**config.mk**
```make
export PLATFORM = sky130hd
export DESIGN_NAME = serial_subtractor
export DESIGN_NICKNAME = d
export VERILOG_FILES = /design/src/rtl/serial_sub_pkg.sv /design/src/rtl/serial_subtractor_fs.sv /design/src/rtl/serial_subtractor.sv
export SDC_FILE = /design/constraint.sdc
export NUM_CORES = 1
export LEC_CHECK = 0
export ABC_AREA = 1
export BUFFER_PORTS_ARGS = -buffer_cell sky130_fd_sc_hd__buf_4
export CORE_MARGIN = 2
export CORE_UTILIZATION = 35
export CTS_CLUSTER_SIZE = 10
export DETAILED_ROUTE_END_ITERATION = 7
export HOLD_SLACK_MARGIN = 0.03
export SLEW_MARGIN = 5
export SYNTH_ARGS = -nofsm -noshare
export SYNTH_HDL_FRONTEND = slang
export SYNTH_SLANG_ARGS = --single-unit
```
**constraint.sdc**
```tcl
create_clock -name clk -period 2.74 [get_ports clk]
set_clock_uncertainty 0.1 [all_clocks]
set_input_delay 0.548 -clock clk [delete_from_list [all_inputs] [get_ports clk]]
set_output_delay 0.548 -clock clk [all_outputs]
set_load 0.01 [all_outputs]
```
**src/rtl/serial_sub_pkg.sv**
```systemverilog
// Shared state encoding and default width for the bit-serial subtractor.
package serial_sub_pkg;

  typedef enum logic [1:0] {
    IDLE  = 2'd0,
    SHIFT = 2'd1,
    DONE  = 2'd2
  } state_t;

  localparam int WIDTH_DEF = 4;

endpackage

```
**src/rtl/serial_subtractor_fs.sv**
```systemverilog
// One-bit full subtractor cell: d = a - b - bin, bout = borrow out.
module full_subtractor (
  input  logic a,
  input  logic b,
  input  logic bin,
  output logic d,
  output logic bout
);

  assign d    = a ^ b ^ bin;
  assign bout = (~a & b) | (~a & bin) | (b & bin);

endmodule

```
**src/rtl/serial_subtractor.sv**
```systemverilog
// Bit-serial ripple-borrow subtractor, D = A - B - Bin, LSB first.
// Optional signed-overflow output enabled by SERIAL_SUB_SIGNED_OVF_EN.
module serial_subtractor
  import serial_sub_pkg::*;
#(
  parameter int WIDTH = WIDTH_DEF
) (
  input  logic             clk,
  input  logic             rst,
  input  logic             start,
  input  logic [WIDTH-1:0] A,
  input  logic [WIDTH-1:0] B,
  input  logic             Bin,
  output logic [WIDTH-1:0] D,
  output logic             Bout,
  output logic             busy,
  output logic             done
`ifdef SERIAL_SUB_SIGNED_OVF_EN
  ,
  output logic             ovf
`endif
);

  localparam int CW = $clog2(WIDTH + 1);
  localparam logic [CW-1:0] LAST    = CW'(WIDTH);
  localparam logic [CW-1:0] LAST_M1 = CW'(WIDTH - 1);

  state_t           state_q, state_d;
  logic [WIDTH-1:0] a_q, a_d;
  logic [WIDTH-1:0] b_q, b_d;
  logic [WIDTH-1:0] r_q, r_d;
  logic [WIDTH-1:0] d_q, d_d;
  logic [CW-1:0]    cnt_q, cnt_d;
  logic             brw_q, brw_d;
  logic             bout_q, bout_d;
  logic             busy_q, busy_d;
  logic             done_q, done_d;
  logic             fs_d, fs_bout;
`ifdef SERIAL_SUB_SIGNED_OVF_EN
  logic             msb_q, msb_d;
  logic             ovf_q, ovf_d;
`endif

  full_subtractor u_fs (
    .a    (a_q[0]),
    .b    (b_q[0]),
    .bin  (brw_q),
    .d    (fs_d),
    .bout (fs_bout)
  );

  always_comb begin
    state_d = state_q;
    a_d     = a_q;
    b_d     = b_q;
    r_d     = r_q;
    d_d     = d_q;
    cnt_d   = cnt_q;
    brw_d   = brw_q;
    bout_d  = bout_q;
    busy_d  = busy_q;
    done_d  = 1'b0;
`ifdef SERIAL_SUB_SIGNED_OVF_EN
    msb_d   = msb_q;
    ovf_d   = ovf_q;
`endif
    unique case (state_q)
      IDLE: begin
        if (start) begin
          a_d     = A;
          b_d     = B;
          brw_d   = Bin;
          r_d     = '0;
          cnt_d   = '0;
          busy_d  = 1'b1;
          state_d = SHIFT;
        end
      end
      SHIFT: begin
        if (cnt_q == LAST) begin
          d_d     = r_q;
          bout_d  = brw_q;
          done_d  = 1'b1;
          state_d = DONE;
`ifdef SERIAL_SUB_SIGNED_OVF_EN
          ovf_d   = msb_q ^ brw_q;
`endif
        end else begin
          a_d   = a_q >> 1;
          b_d   = b_q >> 1;
          r_d   = {fs_d, r_q[WIDTH-1:1]};
          brw_d = fs_bout;
          cnt_d = cnt_q + CW'(1);
`ifdef SERIAL_SUB_SIGNED_OVF_EN
          // borrow entering the MSB cell, needed for signed overflow
          if (cnt_q == LAST_M1) msb_d = brw_q;
`endif
        end
      end
      DONE: begin
        busy_d  = 1'b0;
        state_d = IDLE;
      end
      default: begin
        busy_d  = 1'b0;
        state_d = IDLE;
      end
    endcase
  end

  always_ff @(posedge clk or posedge rst) begin
    if (rst) begin
      state_q <= IDLE;
      a_q     <= '0;
      b_q     <= '0;
      r_q     <= '0;
      d_q     <= '0;
      cnt_q   <= '0;
      brw_q   <= 1'b0;
      bout_q  <= 1'b0;
      busy_q  <= 1'b0;
      done_q  <= 1'b0;
`ifdef SERIAL_SUB_SIGNED_OVF_EN
      msb_q   <= 1'b0;
      ovf_q   <= 1'b0;
`endif
    end else begin
      state_q <= state_d;
      a_q     <= a_d;
      b_q     <= b_d;
      r_q     <= r_d;
      d_q     <= d_d;
      cnt_q   <= cnt_d;
      brw_q   <= brw_d;
      bout_q  <= bout_d;
      busy_q  <= busy_d;
      done_q  <= done_d;
`ifdef SERIAL_SUB_SIGNED_OVF_EN
      msb_q   <= msb_d;
      ovf_q   <= ovf_d;
`endif
    end
  end

  assign D    = d_q;
  assign Bout = bout_q;
  assign busy = busy_q;
  assign done = done_q;
`ifdef SERIAL_SUB_SIGNED_OVF_EN
  assign ovf  = ovf_q;
`endif

endmodule
```
==> metrics.log <==
[metrics] outcome: finished, final reports clean
[metrics] residual overflow from global routing: 0
[metrics] hold_ws: 307.1 ps
[metrics] most frequent CP cell: sky130_fd_sc_hd__nand2_1
[metrics] Syn Std Cell Area: 1181 um^2
[metrics] number of gates resized after cts: 0
[metrics] Sink Count: 25
[metrics] total area of multi-input combinational cells: 465.4 um^2
[metrics] cts hold-fix bufs: 0
[metrics] worst setup timing slack at the placement stage: approximately 1200 ps
[metrics] Worst Setup Path Type: reg -> reg
[metrics] number of filler cells placed in the layout: 347
[metrics] CP Max Fanout: 19
[metrics] type of element capturing the critical path: flop
[metrics] count of antenna diodes in the layout: 0
[metrics] initial antenna violation count: 0
[metrics] htree depth: 1
[metrics] global-route wire length before repair: 3767 um
[metrics] number of design rule violations left after detail routing: 0
[metrics] overall global routing resource usage: 13.23%
[metrics] largest cells by area after synthesis: sky130_fd_sc_hd__dfrtp_1 53%, sky130_fd_sc_hd__nand2_1 21%, sky130_fd_sc_hd__nand3_1 9.3%
[metrics] largest net degree at the start of global routing: 26
[metrics] time the worst path needs with I/O delays and setup: around 1600 ps
[metrics] violation count after the first detailed-routing iteration: 24
[metrics] Cell Pwr Density: roughly 1100 nW/um^2
[metrics] DRT antenna net count: 0
[metrics] TritonCTS clock tree: built
[metrics] postcts setup bufs: 0
[metrics] proportion of netlist area held by the largest area contributor: between 50% and 60%
[metrics] Leakage Power: 0.8016 nW
[metrics] final-stage net count: 177
[metrics] Setup crit start kind: flop
[metrics] routability congestion estimate: 0.8084
[metrics] Core Box Area: 3284 um^2
[metrics] WP buf/inv: 1
[metrics] cell accounting for the most synthesized area: sky130_fd_sc_hd__dfrtp_1
[metrics] total number of vias: 922
[metrics] ratio of routed vias to standard cells: approximately 4.5
[metrics] delay-heaviest family, CP: simple AND/OR/NAND/NOR gates
[metrics] predominant post-synthesis flop cell: sky130_fd_sc_hd__dfrtp_1
[metrics] Synth Instances: 142
[metrics] worst-case clock buffer depth: 2
[metrics] library cell with the highest instance count after synthesis: sky130_fd_sc_hd__nand2_1
[metrics] commonest cells in the synthesized netlist: 67 x sky130_fd_sc_hd__nand2_1, 25 x sky130_fd_sc_hd__dfrtp_1, 22 x sky130_fd_sc_hd__nand3_1
[metrics] synthesis-to-layout area growth: 15.78%
[metrics] Achievable Freq: ~0.64 GHz
[metrics] die outline height: 62.09 um
[metrics] Final WS setup: 1166 ps
[metrics] unrepaired setup endpoints after global routing: false
[metrics] Die Footprint: 3855 um^2
[metrics] Setup TNS: 0 ps
[metrics] worst path arrival time: about 1700 ps
[metrics] share of layout cells above drive strength 1: 18.01%
[metrics] vias in the first global route: 865
[metrics] CP cell instances: inv_2 > nand3_2 > nand2_2 > nand2_1 > nand2_1
[metrics] Synthesis Warnings: 0
[metrics] class of the worst hold path: in -> async
[metrics] count of maximum capacitance violations: 0
[metrics] Syn Nets: 157
[metrics] crit-path max cell delay: 500 ps
[metrics] register bit count reported by yosys: 25
[metrics] Data required, critical path: 2910 ps
[metrics] Synth async-reset ratio: 100.0%
[metrics] Max rail drop VDD: between 0.4 and 0.5 mV
[metrics] max-slew headroom at the worst pin: between 30% and 40%
[metrics] wire length per cell: 10.54 um
[metrics] number of pins with negative max-slew slack in the final report: 0
[metrics] initial core utilization: approximately 36%
[metrics] IO Port Bufs: 18
[metrics] Die W: 62.09 um
[metrics] hold violation count in the final report: 0
[metrics] number of buffers created by CTS: 3
[metrics] number of endpoints failing setup at the final stage: 0
[metrics] floorplan row count: 21
[metrics] Tightest Pin Transition: just over 900 ps
[metrics] I/O pin cnt: 19
[metrics] slowest stage cell, crit path: sky130_fd_sc_hd__dfrtp_1
[metrics] worst skew pair latency: 320 ps
[metrics] sequential-to-total area share from yosys stat: 52.97%
[metrics] final wirelength: between 2000 and 2500 um
[metrics] Clock Root Buffer: sky130_fd_sc_hd__clkbuf_4
[metrics] Clock transition at path regs: 150 ps
[metrics] Post-Synthesis Mean Instance Area: 8.318 um^2
[metrics] EDFF count, synth: 0
[metrics] Netlist cell types: 14
[metrics] Reg area: 625.6 um^2
[metrics] drt first pass iters: 4
[metrics] detailed placement HPWL: 1570 um
[metrics] Tcrit/Tclk final: 57.45%
[per-layer routing]
metal  up-vias  share of wire [%]  wire length [um]  global-route usage, %
met5         -                  0                 0                      0
met4         0               0.37                 8                  2.432
met3         2                4.3                94                  3.727
met2        23                 47              1022                  22.92
met1       424                 48              1057                  16.56
li1        473                  -                 -                      -
[flip-flops by register name (all words and copies together), names as in the netlist, 2 cells and up]
signal   count
D            4
a_q          4
b_q          4
r_q          4
cnt_q        3
state_q      2
[cell families (layout without fill, tap and decap cells)]
logic type      after synthesis  after routing  share of synthesized area (%)
flops                        25             25                          52.97
fa+ha+maj                     3              3                          3.813
buf+inv                      18             37                          7.627
simple gates                 95             95                          35.17
compound gates                1              1                         0.4233
[cell type report]
| class | instances | share of cell area, % |
|---|---|---|
| clock inverters | 1 | 0.3660 |
| clock buffers | 3 | 1.647 |
| repair buffers | 18 | 9.881 |
| well taps | 46 | 4.209 |
| flip-flops and latches | 25 | 45.75 |
| inverters | 15 | 4.117 |
| multi-input cells | 99 | 34.03 |
[placed cells by master (no fill, tap or decap)]
cell type and instances:
sky130_fd_sc_hd__nand2_1 67, sky130_fd_sc_hd__dfrtp_1 25, sky130_fd_sc_hd__nand3_1 22, sky130_fd_sc_hd__buf_4 18
sky130_fd_sc_hd__inv_1 13, sky130_fd_sc_hd__clkbuf_4 3, sky130_fd_sc_hd__inv_2 2, sky130_fd_sc_hd__nand2_4 2
sky130_fd_sc_hd__ha_1 2, sky130_fd_sc_hd__nor2_4 1, sky130_fd_sc_hd__nand3_2 1, sky130_fd_sc_hd__o21ai_0 1
sky130_fd_sc_hd__nor2_1 1, sky130_fd_sc_hd__nand2_2 1, sky130_fd_sc_hd__fa_1 1, sky130_fd_sc_hd__clkinv_2 1
[path summary, 6_finish.rpt]
path	start	end	slack [ps]	cells after the start
setup / recovery	state_q[0]	a_q[2]	1170	5
hold / removal	rst	D[3]	310	2
setup reg to reg	state_q[0]	a_q[2]	1170	5
hold reg to reg	D[2]	D[2]	400	2
max in group asynchronous	rst	a_q[2]	1670	2
min in group clk	B[3]	b_q[3]	320	3
[per-stage QoR]
| step | util (%) | instances | total power, mW | cell area [um^2] |
|---|---|---|---|---|
| floorplan | - | 142 | 1.128 | 1181 |
| global placement | 40.80 | 203 | 1.266 | 1340 |
| detailed placement | 40.80 | 203 | 1.288 | 1340 |
| CTS | 41.64 | 207 | 1.461 | 1368 |
| global route | 41.64 | 207 | 1.589 | 1368 |
| finish | 41.64 | 207 | 1.439 | 1368 |
[where the power goes]
group | switching, mW | internal [mW] | leakage [nW]
combinational | 0.394 | 0.245 | 0.468
clock | 0.117 | 0.0547 | 0.0177
sequential | 0.106 | 0.523 | 0.316
Power figures use the tool's default switching activity.
